**src/rtl/mult4_seq_ctrl.sv**
```systemverilog
// Sequential 4x4 unsigned shift-add multiplier: one partial product per STEP_DIV cycles.
// Define MULT4_SEQ_START_EDGE_EN to synchronise start and act only on its rising edge.
module mult4_seq_ctrl #(
    parameter int unsigned STEP_DIV = 1
) (
    input  logic        clk,
    input  logic        clr,
    input  logic        start,
    input  logic [3:0]  a,
    input  logic [3:0]  b,
    output logic [7:0]  p,
    output logic        busy,
    output logic        done,
    output logic [15:0] x,
    output logic [1:0]  state_dbg
);

    // Handshake: start is a request that is honoured only in IDLE; busy is high from
    // the capture edge until the edge after the single-cycle done pulse.

    typedef enum logic [1:0] {
        IDLE = 2'd0,
        RUN  = 2'd1,
        DONE = 2'd2
    } state_t;

    localparam logic [15:0] DIV_LAST = 16'(STEP_DIV - 1);

    state_t      state_q;
    logic [3:0]  a_q;
    logic [3:0]  b_q;
    logic [7:0]  acc_q;
    logic [7:0]  p_q;
    logic [1:0]  k_q;
    logic [15:0] div_q;
    logic        busy_q;
    logic        done_q;
    logic        start_qual;
    logic [7:0]  addend_d;
    logic [7:0]  acc_d;

`ifdef MULT4_SEQ_START_EDGE_EN
    // [0],[1] form the synchroniser; [2] remembers the previous synchronised level.
    logic [2:0] sync_q;

    always_ff @(posedge clk or negedge clr) begin
        if (!clr) begin
            sync_q <= 3'b000;
        end else begin
            sync_q <= {sync_q[1:0], start};
        end
    end

    assign start_qual = sync_q[1] & ~sync_q[2];
`else
    assign start_qual = start;
`endif

    always_comb begin
        addend_d = 8'd0;
        if (b_q[k_q]) begin
            addend_d = {4'b0000, a_q} << k_q;
        end
        acc_d = acc_q + addend_d;
    end

    always_ff @(posedge clk or negedge clr) begin
        if (!clr) begin
            state_q <= IDLE;
            a_q     <= 4'd0;
            b_q     <= 4'd0;
            acc_q   <= 8'd0;
            p_q     <= 8'd0;
            k_q     <= 2'd0;
            div_q   <= 16'd0;
            busy_q  <= 1'b0;
            done_q  <= 1'b0;
        end else begin
            case (state_q)
                IDLE: begin
                    done_q <= 1'b0;
                    if (start_qual) begin
                        a_q     <= a;
                        b_q     <= b;
                        acc_q   <= 8'd0;
                        k_q     <= 2'd0;
                        div_q   <= 16'd0;
                        busy_q  <= 1'b1;
                        state_q <= RUN;
                    end
                end
                RUN: begin
                    if (div_q == DIV_LAST) begin
                        div_q <= 16'd0;
                        acc_q <= acc_d;
                        k_q   <= k_q + 2'd1;
                        // p only ever sees the finished sum, never a partial one.
                        if (k_q == 2'd3) begin
                            p_q     <= acc_d;
                            done_q  <= 1'b1;
                            state_q <= DONE;
                        end
                    end else begin
                        div_q <= div_q + 16'd1;
                    end
                end
                DONE: begin
                    done_q  <= 1'b0;
                    busy_q  <= 1'b0;
                    state_q <= IDLE;
                end
                default: begin
                    done_q  <= 1'b0;
                    busy_q  <= 1'b0;
                    state_q <= IDLE;
                end
            endcase
        end
    end

    assign p         = p_q;
    assign busy      = busy_q;
    assign done      = done_q;
    assign x         = {a_q, b_q, p_q};
    assign state_dbg = state_q;

endmodule

```
**config.mk**
```make
export PLATFORM = sky130hd
export DESIGN_NAME = mult4_seq_ctrl
export DESIGN_NICKNAME = d
export VERILOG_FILES = /design/src/rtl/mult4_seq_ctrl.sv
export SDC_FILE = /design/constraint.sdc
export NUM_CORES = 1
export LEC_CHECK = 0
export ABC_AREA = 1
export BUFFER_PORTS_ARGS = -buffer_cell sky130_fd_sc_hd__clkbuf_2
export CAP_MARGIN = 20
export CELL_PAD_IN_SITES_DETAIL_PLACEMENT = 1
export CELL_PAD_IN_SITES_GLOBAL_PLACEMENT = 1
export CORE_ASPECT_RATIO = 2
export CORE_MARGIN = 1
export CORE_UTILIZATION = 46
export CTS_BUF_LIST = sky130_fd_sc_hd__clkbuf_2 sky130_fd_sc_hd__clkbuf_4 sky130_fd_sc_hd__clkbuf_8
export CTS_CLUSTER_DIAMETER = 60
export DETAILED_ROUTE_END_ITERATION = 7
export GPL_ROUTABILITY_DRIVEN = 0
export HOLD_SLACK_MARGIN = 0.03
export PLACE_DENSITY_LB_ADDON = 0.1
export SLEW_MARGIN = 10
export SYNTH_ARGS = -nofsm -noshare
export SYNTH_HDL_FRONTEND = slang
export SYNTH_SLANG_ARGS = --single-unit
```
**constraint.sdc**
```tcl
create_clock -name clk -period 4.9 [get_ports clk]
set_input_delay 0.98 -clock clk [delete_from_list [all_inputs] [get_ports clk]]
set_output_delay 0.98 -clock clk [all_outputs]
set_load 0.05 [all_outputs]
```
==> metrics.md, run 1 <==
| Metric | Value |
|---|---|
| Reg2Reg Setup Slack | `2.41 ns` |
| Sum Neg Setup Slack | `0 ns` |
| Initial antenna violation count | `0` |
| Layout cells sized above 1 | `15.7%` |
| Post-layout util | `52.9%` |
| R2R cell count | `14` |
| Remaining Overflow, GRT | `0` |
| R2r endpoint | `p[7]$_DFFE_PN0P_` |
| Fin nets | `roughly 440` |
| PnR Total Power | `roughly 1800 µW` |
| Synth warn | `0` |
| First-pass GRT wire length | `~13000 µm` |
| Worst path max stage delay | `between 0.5 and 0.6 ns` |
| FMAX | `~400 MHz` |
| DRC | `0` |
| Largest net degree at the start of global routing | `47` |
| Avg Cell Area, Syn | `7.27 µm²` |
| Starting DRT DRC Count | `80` |
| I/O Buffers | `38` |
| Core ar. | `5710 µm²` |
| Worst r2r src | `k_q[0]$_DFFE_PN0P_` |
| Finish-stage setup viols | `0` |
| Final Hold Viols | `0` |
| Yosys top cell area share | `41.9%` |
| Drt via density | `5.35` |
| Post-synth top area cell | `dfrtp_1` |
| Hold buffers post-CTS | `0` |
| Unique masters post-synth | `24` |
| Post-synthesis cell area | `2750 µm²` |
| CTS Buffer Depth | `2` |
| Chip Height | `111 µm` |
| PwrDens | `a little under 600 nW/µm²` |
| Final hold slack | `0.495 ns` |
| Yosys reg bits | `46` |
| Critical Path Source Type | `register` |
| Seq/Total Area, Yosys | `41.9%` |
| Die area | `6310 µm²` |
| Period utilization | `a little over 50%` |
| Synth Instances | `378` |
| ANT nets after route | `0` |
| Row cnt | `39` |
| Status | `completed` |
| Top_reg_cell synth | `dfrtp_1` |
| Largest fanout on the critical path | `11` |
| CTS Root Cell | `clkbuf_8` |
| Antenna cells | `0` |
| Vias in the first global route | `roughly 2.8k` |
| Initial Util | `48.1%` |
| CP Class | `register to register` |
| Crit-path slowest cell | `dfrtp_1` |
| Max Cap Viol | `0` |
| Worst path most repeated cell | `nand2_1` |
| CP required | `5.11 ns` |
| Leak Pwr | `around 0.0017 µW` |
| Peak VDD IR | `about 0.45 mV` |
| Pre-CTS WS | `~2.4 ns` |
| Worst-Margin Slew | `roughly 0.61 ns` |
| Worst-path clk slew | `approximately 0.080 ns` |
| Syn-to-layout area delta | `9.97%` |
| Most numerous cell in the Yosys netlist | `nand2_1` |
| Most common library cells after synthesis | `141 x nand2_1, 46 x dfrtp_1, 38 x inv_1` |
| Number of synthesized flops with an enable pin | `0` |
| Post-synth net total | `400` |
| CTS sink cnt | `46` |
| Tot GR Track Use | `26.5%` |
| RSZ-0062 raised after global routing | `false` |
| Arrival time at the worst endpoint | `2.70 ns` |
| Boundary pin count | `39` |
| Via count | `2534` |
| Hpwl dp | `5920 µm` |
| Worst skew pair latency | `0.31 ns` |
| Die extent in x | `56.7 µm` |
| # H-tree levels | `2` |
| Hold wc startpoint | `b_q[2]$_DFFE_PN0P_` |
| CP Capture Type | `register` |
| Dominant cells by area after synthesis | `dfrtp_1 42%, nand2_1 19%, nand3_1 6.4%, inv_1 5.2%, ha_1 4.6%` |
| Setup bufs post-CTS | `0` |
| Layout Skew | `slightly above 0.006 ns` |
| Wirelength, routed | `7630 µm` |
| Min Tclk post-route | `2.49 ns` |
| Final WS setup | `approximately 2.4 ns` |
| Async set-or-reset flop fraction in the synthesized netlist | `100%` |
| Worst path cell trace | `inv_1 -> o21ai_0 -> nand2_1 -> nand2_1 -> inv_1 -> ha_1 -> nand2_1 -> nand2_1 -> a21oi_1 -> nand2_1 -> nand2_1 -> nand2_1 -> nand2_1 -> nand2_1` |
| Routed len/inst | `approximately 16 µm` |
| Worst setup endpoint | `p[7]$_DFFE_PN0P_` |
| CTS Buf Count | `5` |
| Rel. slew slack | `59.0%` |
| CTS resizes | `0` |
| TritonRoute pass-1 iters | `4` |
| Hold Crit Class | `register to register` |
| Worst Setup SP | `k_q[0]$_DFFE_PN0P_` |
| CTS tree | `built` |
| Slew Viols, Final | `0` |
layout by cell type (no fill, tap or decap), drive strengths merged, types with 2 or more instances in the layout:
cell type | netlist | layout
nor3 | 6 | 6
a21oi | 9 | 9
nand2 | 148 | 148
ha | 10 | 10
nand3 | 35 | 35
inv | 42 | 42
o22ai | 2 | 2
nand4 | 4 | 4
nor2 | 38 | 38
xor2 | 4 | 4
o21ai | 20 | 20
clkbuf | 0 | 45
dfrtp | 46 | 46
power breakdown:
group / switching, µW / internal [µW]
logic: 743 / 229
registers: 94.1 / 475
clock network: 133 / 110
worst min path at each step:
stage,to,slack (ns),depth (start not counted)
floorplan,acc_q[0]$_DFFE_PN0P_,0.45,2
global placement,acc_q[0]$_DFFE_PN0P_,0.47,2
detailed placement,acc_q[5]$_DFFE_PN0P_,0.48,2
CTS,b_q[2]$_DFFE_PN0P_,0.50,2
global route,b_q[2]$_DFFE_PN0P_,0.51,2
finish,b_q[2]$_DFFE_PN0P_,0.49,2
metrics by stage:
stage / std cells / cell area [µm²]
floorplan: 378 / 2750
global placement: 467 / 2940
detailed placement: 467 / 2940
CTS: 474 / 3020
global route: 474 / 3020
finish: 474 / 3020
worst max-delay path: cells and delay by family, from the launching register on:
family | cells | cell delay [ns]
compound gates | 2 | 0.56
fa+ha+maj | 1 | 0.33
flops | 1 | 0.54
buf+inv | 2 | 0.23
simple gates | 9 | 0.72
state kept, by name, indices dropped and copies added (netlist names):
register	flops
busy	1
b_q	4
k_q	2
done	1
a_q	4
div_q	16
p	8
acc_q	8
state_dbg	2
cell type report:
class / instances / area [µm²]
Clock buffer: 7 / 83.8
Fill cell: 781 / 2690
Inverter: 42 / 158
Multi-Input combinational cell: 279 / 1360
Sequential cell: 46 / 1150
Tap cell: 61 / 76.3
Timing Repair Buffer: 39 / 198
metal layers:
| metal | vias up | track usage, % | routed length (µm) |
|---|---|---|---|
| li1 | 1251 | - | - |
| met4 | 0 | 12.5 | 262 |
| met5 | - | 0 | 0 |
| met1 | 1236 | 25.5 | 2720 |
| met2 | 29 | 52.1 | 4520 |
| met3 | 18 | 3.85 | 129 |
cells by family after synthesis:
kind of cell | Yosys count | share of synthesized area [%]
AND/OR/NAND/NOR | 231 | 36.4
AO/OA/AOI/OAI | 32 | 6.01
adder cells (fa/ha/maj) | 11 | 5.28
multiplexers | 1 | 0.364
buffers and inverters | 53 | 8.79
flip-flops | 46 | 41.9
XOR/XNOR | 4 | 1.27
Note: power is estimated with default switching activity, not from simulation.
==> run 2, diff against run 1 <==
- CORE_UTILIZATION: 46 -> 39
- clock period: 4.9 -> 2 ns (I/O delays scaled with it)
==> metrics.md, run 2 (same netlist as run 1, synthesis figures left out) <==
| Metric | Value |
|---|---|
| CTS Root Cell | `clkbuf_8` |
| CP Class | `register to register` |
| Period utilization | `101%` |
| Hold Crit Class | `input pin to register` |
| Worst path max stage delay | `0.48 ns` |
| Largest fanout on the critical path | `7` |
| Arrival time at the worst endpoint | `2.23 ns` |
| R2R cell count | `13` |
| Critical path buffer and inverter count | `1` |
| Placed instance area | `3100 µm²` |
| Remaining Overflow, GRT | `0` |
| Syn-to-layout area delta | `23.7%` |
| Worst path most repeated cell | `nand2_1` |
| Commonest non-fill, non-tap cell in the layout | `nand2_1` |
| Rel. slew slack | `66.3%` |
| Layout Skew | `0.0173 ns` |
| Leak Pwr | `between 0.0015 and 0.002 µW` |
| DRC | `0` |
| Status | `complete, but fails checks` |
| Starting DRT DRC Count | `just under 90` |
| Final WS setup | `-0.0157 ns` |
| Worst skew pair latency | `0.32 ns` |
| Peak VDD IR | `0.990 mV` |
| Post-layout util | `between 40 and 50%` |
| Worst-Margin Slew | `0.502 ns` |
| Fin nets | `455` |
| Max Cap Viol | `0` |
| Hold path depth | `3` |
| Crit-path slowest cell | `dfrtp_2` |
| I/O Buffers | `38` |
| CTS Buffer Depth | `2` |
| TritonRoute pass-1 iters | `4` |
| Largest net degree at the start of global routing | `18` |
| ANT nets after route | `0` |
| Final instance area | `approximately 3400 µm²` |
| Finish-stage setup viols | `2` |
| Row cnt | `43` |
| Largest register by flop count | `div_q` |
| Hpwl dp | `6510 µm` |
| Initial antenna violation count | `0` |
| CTS tree | `built` |
| Via count | `2688` |
| Slew Viols, Final | `0` |
| Wirelength, routed | `8460 µm` |
| Vias in the first global route | `about 2.9k` |
| Failing checks | `negative setup slack` |
| Number of flip-flops in the largest register | `16` |
| Worst-path clk slew | `0.10 ns` |
| Tot GR Track Use | `roughly a quarter` |
| Die area | `7400 µm²` |
| Final Hold Viols | `0` |
| PwrDens | `1490 nW/µm²` |
| # H-tree levels | `2` |
| RSZ-0062 raised after global routing | `true` |
| Critical Path Source Type | `register` |
| Final hold slack | `0.292 ns` |
| Boundary pin count | `39` |
| Drt via density | `5.13` |
| PnR Total Power | `approximately 5100 µW` |
| Most frequent cells in the layout | `130 x nand2_1, 42 x dfrtp_1, 38 x clkbuf_2` |
| Die extent in x | `61.4 µm` |
| Min Tclk post-route | `2.02 ns` |
| Layout cells sized above 1 | `28.6%` |
| Dpl cells | `512` |
| First-pass GRT wire length | `13700 µm` |
| CTS Buf Count | `5` |
| Initial Util | `39.9%` |
| Worst path cell trace | `inv_4 -> o21ai_4 -> nor3_2 -> ha_2 -> fa_2 -> nand2_2 -> nand3_2 -> nand3_2 -> nand2_1 -> nand2_1 -> nand2_2 -> nand2_1 -> nand2_1` |
| Routed len/inst | `about 16 µm` |
| CP required | `2.21 ns` |
| Antenna cells | `0` |
| Layout Cells excl Fill | `524` |
| FMAX | `between 400 and 500 MHz` |
| CP Capture Type | `register` |
| CTS sink cnt | `46` |
| Levels on crit path | `13` |
| Chip Height | `121 µm` |
| Core ar. | `6890 µm²` |
| Crit path max-delay family | `simple AND/OR/NAND/NOR gates` |
-- run 2: changes by cell type in the layout (fill, tap and decap cells not counted), moves of 5 or more --
| cell | delta |
|---|---|
| nor2_1 | -5 |
| o21ai_0 | -6 |
| nand2_1 | -11 |
| buf_4 | +18 |
| nand2_2 | +10 |
-- run 2: worst paths after layout --
| path | endpoint | start | slack [ns] |
|---|---|---|---|
| max | p[6]$_DFFE_PN0P_ | k_q[0]$_DFFE_PN0P_ | -0.02 |
| min | b_q[0]$_DFFE_PN0P_ | b[0] | 0.29 |
| max reg2reg | p[6]$_DFFE_PN0P_ | k_q[0]$_DFFE_PN0P_ | -0.02 |
| min reg2reg | acc_q[5]$_DFFE_PN0P_ | acc_q[5]$_DFFE_PN0P_ | 0.49 |
| max in group asynchronous | k_q[0]$_DFFE_PN0P_ | clr | 0.86 |
| min in group asynchronous | div_q[7]$_DFFE_PN0P_ | clr | 0.54 |
-- run 2: per-layer routing --
metal	up-vias	part of all wire, %	GRT usage [%]
met2	42	60	49.4
li1	1292	-	-
met4	0	4.3	14.0
met1	1328	34	23.7
met5	-	0	0
met3	26	1.8	4.49
-- run 2: layout make-up --
cell class	instances	area, µm²
Fill cell	941	3490
Multi-Input combinational cell	279	1530
Sequential cell	46	1160
Timing Repair Buffer	59	354
Inverter	42	160
Tap cell	90	113
Clock buffer	6	76.3
Clock inverter	2	10.0
-- run 2: what timing repair did --
item / in CTS / in global routing
endpoints found under the setup margin: 10 / 12
hold endpoints to repair: 14 / 0
gates resized for setup: 20 / 28
pin swaps: 4 / 3
hold buffers: 1 / 0
buffers inserted: 3 / 0
-- run 2: power by group --
part / switching [µW] / internal [µW] / leakage, µW
clock network: 345 / 257 / 0.0000484
logic: 2100 / 918 / 0.00116
registers: 263 / 1170 / 0.000607
-- run 2: through the flow --
step	TNS, ns	worst slack [ns]
floorplan	0	0.00793
global placement	-0.955	-0.143
detailed placement	-1.82	-0.225
CTS	0	0.00101
global route	-0.981	-0.142
finish	-0.0288	-0.0157
-- run 2: tightest hold or removal path, delay by kind of cell --
family        cells  cell delay [ns]
simple gates      2             0.11
buf+inv           1             0.08
==> run 3, diff against run 2 <==
- CAP_MARGIN: 20 -> 5
- CELL_PAD_IN_SITES_DETAIL_PLACEMENT: 1 -> 0
==> metrics.md, run 3 (same netlist as run 1, synthesis figures left out) <==
| Metric | Value |
|---|---|
| Slew Viols, Final | `0` |
| Initial Util | `39.9%` |
| Final Hold Viols | `0` |
| Row cnt | `43` |
| Die area | `7400 µm²` |
| Remaining Overflow, GRT | `0` |
| CTS Buffer Depth | `2` |
| DR WL met3 | `158 µm` |
| Drt via density | `4.93` |
| CTS tree | `built` |
| Sum Neg Setup Slack | `0 ns` |
| First-pass GRT wire length | `12400 µm` |
| Layout Skew | `between 0.015 and 0.02 ns` |
| Starting DRT DRC Count | `97` |
| Largest net degree at the start of global routing | `18` |
| Largest register by flop count | `div_q` |
| Peak VDD IR | `1.09 mV` |
| Pre-CTS WS | `-0.170 ns` |
| Wl on met1 | `~2700 µm` |
| Worst-Margin Slew | `0.513 ns` |
| Max Cap Viol | `0` |
| CP required | `2.25 ns` |
| CP Capture Type | `register` |
| Layout cells sized above 1 | `29.3%` |
| Post-layout util | `between 40 and 50%` |
| CTS sink cnt | `46` |
| Placed instance area | `3100 µm²` |
| Status | `completed` |
| DRC | `0` |
| RSZ-0062 raised after global routing | `true` |
| Antenna cells | `0` |
| Period utilization | `100%` |
| Commonest non-fill, non-tap cell in the layout | `nand2_1` |
| R2R cell count | `15` |
| Hpwl dp | `5930 µm` |
| Boundary pin count | `39` |
| Hold path depth | `3` |
| FMAX | `500 MHz` |
| Core ar. | `6890 µm²` |
| Highest routed layer | `met4` |
| Min Tclk post-route | `2.00 ns` |
| Final WS setup | `~0.00057 ns` |
| Worst-path clk slew | `around 0.10 ns` |
| Chip Height | `121 µm` |
| Die extent in x | `61.4 µm` |
| CTS Root Cell | `clkbuf_8` |
| Largest fanout on the critical path | `6` |
| Most frequent cells in the layout | `132 x nand2_1, 41 x dfrtp_1, 38 x clkbuf_2` |
| Tot GR Track Use | `23.5%` |
| Finish-stage setup viols | `0` |
| Filler cells | `750` |
| Storage element area | `~1200 µm²` |
| Via count | `2598` |
| Critical Path Source Type | `register` |
| Hold Crit Class | `input pin to register` |
| ANT nets after route | `0` |
| Multi-input logic area | `~1500 µm²` |
| Routed len/inst | `14.9 µm` |
| Worst skew pair latency | `0.32 ns` |
| Initial antenna violation count | `0` |
| TritonRoute pass-1 iters | `4` |
| Fin nets | `458` |
| # H-tree levels | `2` |
| Wirelength, routed | `7870 µm` |
| Rel. slew slack | `65.5%` |
| Layout Cells excl Fill | `527` |
| Final instance area | `3430 µm²` |
| Syn-to-layout area delta | `24.7%` |
| Arrival time at the worst endpoint | `2.25 ns` |
| Dpl cells | `512` |
| Number of flip-flops in the largest register | `16` |
| PwrDens | `1480 nW/µm²` |
| CTS Buf Count | `5` |
| Leak Pwr | `0.00182 µW` |
| CP Class | `register to register` |
| Vias in the first global route | `2583` |
| I/O Buffers | `38` |
| WL met2 | `between 4000 and 5000 µm` |
run 3: cell count changes in the layout (fill, tap and decap cells not counted), moves of 2 or more:
cell      before  now
buf_4         19   23
o21ai_1        3    1
clkinv_2       2    0
clkbuf_4       1    3
nand2_1      130  132
run 3: layout make-up:
type / instances / area share, %
Clock buffer: 8 / 2.67
Multi-Input combinational cell: 279 / 44.7
Inverter: 42 / 4.67
Timing Repair Buffer: 62 / 10.9
Sequential cell: 46 / 33.8
Tap cell: 90 / 3.29
run 3: path summary, 6_finish.rpt:
check                                      from                   end  slack (ns)
setup / recovery             k_q[0]$_DFFE_PN0P_      p[7]$_DFFE_PN0P_      0.0006
setup reg to reg             k_q[0]$_DFFE_PN0P_      p[7]$_DFFE_PN0P_      0.0006
hold / removal                             b[0]    b_q[0]$_DFFE_PN0P_        0.28
hold reg to reg            acc_q[5]$_DFFE_PN0P_  acc_q[5]$_DFFE_PN0P_        0.49
min in group asynchronous                   clr  div_q[4]$_DFFE_PN0P_        0.53
max in group asynchronous                   clr      p[0]$_DFFE_PN0P_        0.87
run 3: critical path, cell delays in order, from the launching register on:
cell	delay [ns]
dfrtp_2	0.47
buf_4	0.16
nand2_1	0.09
o21ai_4	0.09
nor2_1	0.06
o21ai_1	0.14
inv_1	0.10
ha_4	0.28
nand2_1	0.06
nor2_1	0.11
nand2_2	0.06
nand2_1	0.06
nand2_1	0.06
nand2_2	0.07
nand2_1	0.06
nand2_1	0.07
run 3: power breakdown:
| group | internal, µW | leakage (µW) | switching, µW |
|---|---|---|---|
| Clock | 290 | 0.0000498 | 331 |
| Combinational | 944 | 0.00116 | 2050 |
| Sequential | 1170 | 0.000606 | 273 |
run 3: what timing repair did:
action	4_1_cts	5_1_grt
hold buffers	1	0
endpoints found under the setup margin	10	10
endpoints found under the hold margin	14	0
buffers inserted	4	2
resized for setup	18	28
pin swaps	3	10
run 3: stage by stage:
step	total power (µW)	hold slack [ns]
floorplan	3290	0.104
global placement	4050	0.350
detailed placement	4060	0.358
CTS	4870	0.286
global route	5400	0.284
finish	5060	0.284
run 3: metal layers:
metal | GRT usage [%] | vias to the layer above
met2 | 45.4 | 37
li1 | - | 1303
met1 | 21.4 | 1235
met5 | 0 | -
met3 | 3.53 | 23
met4 | 12.6 | 0
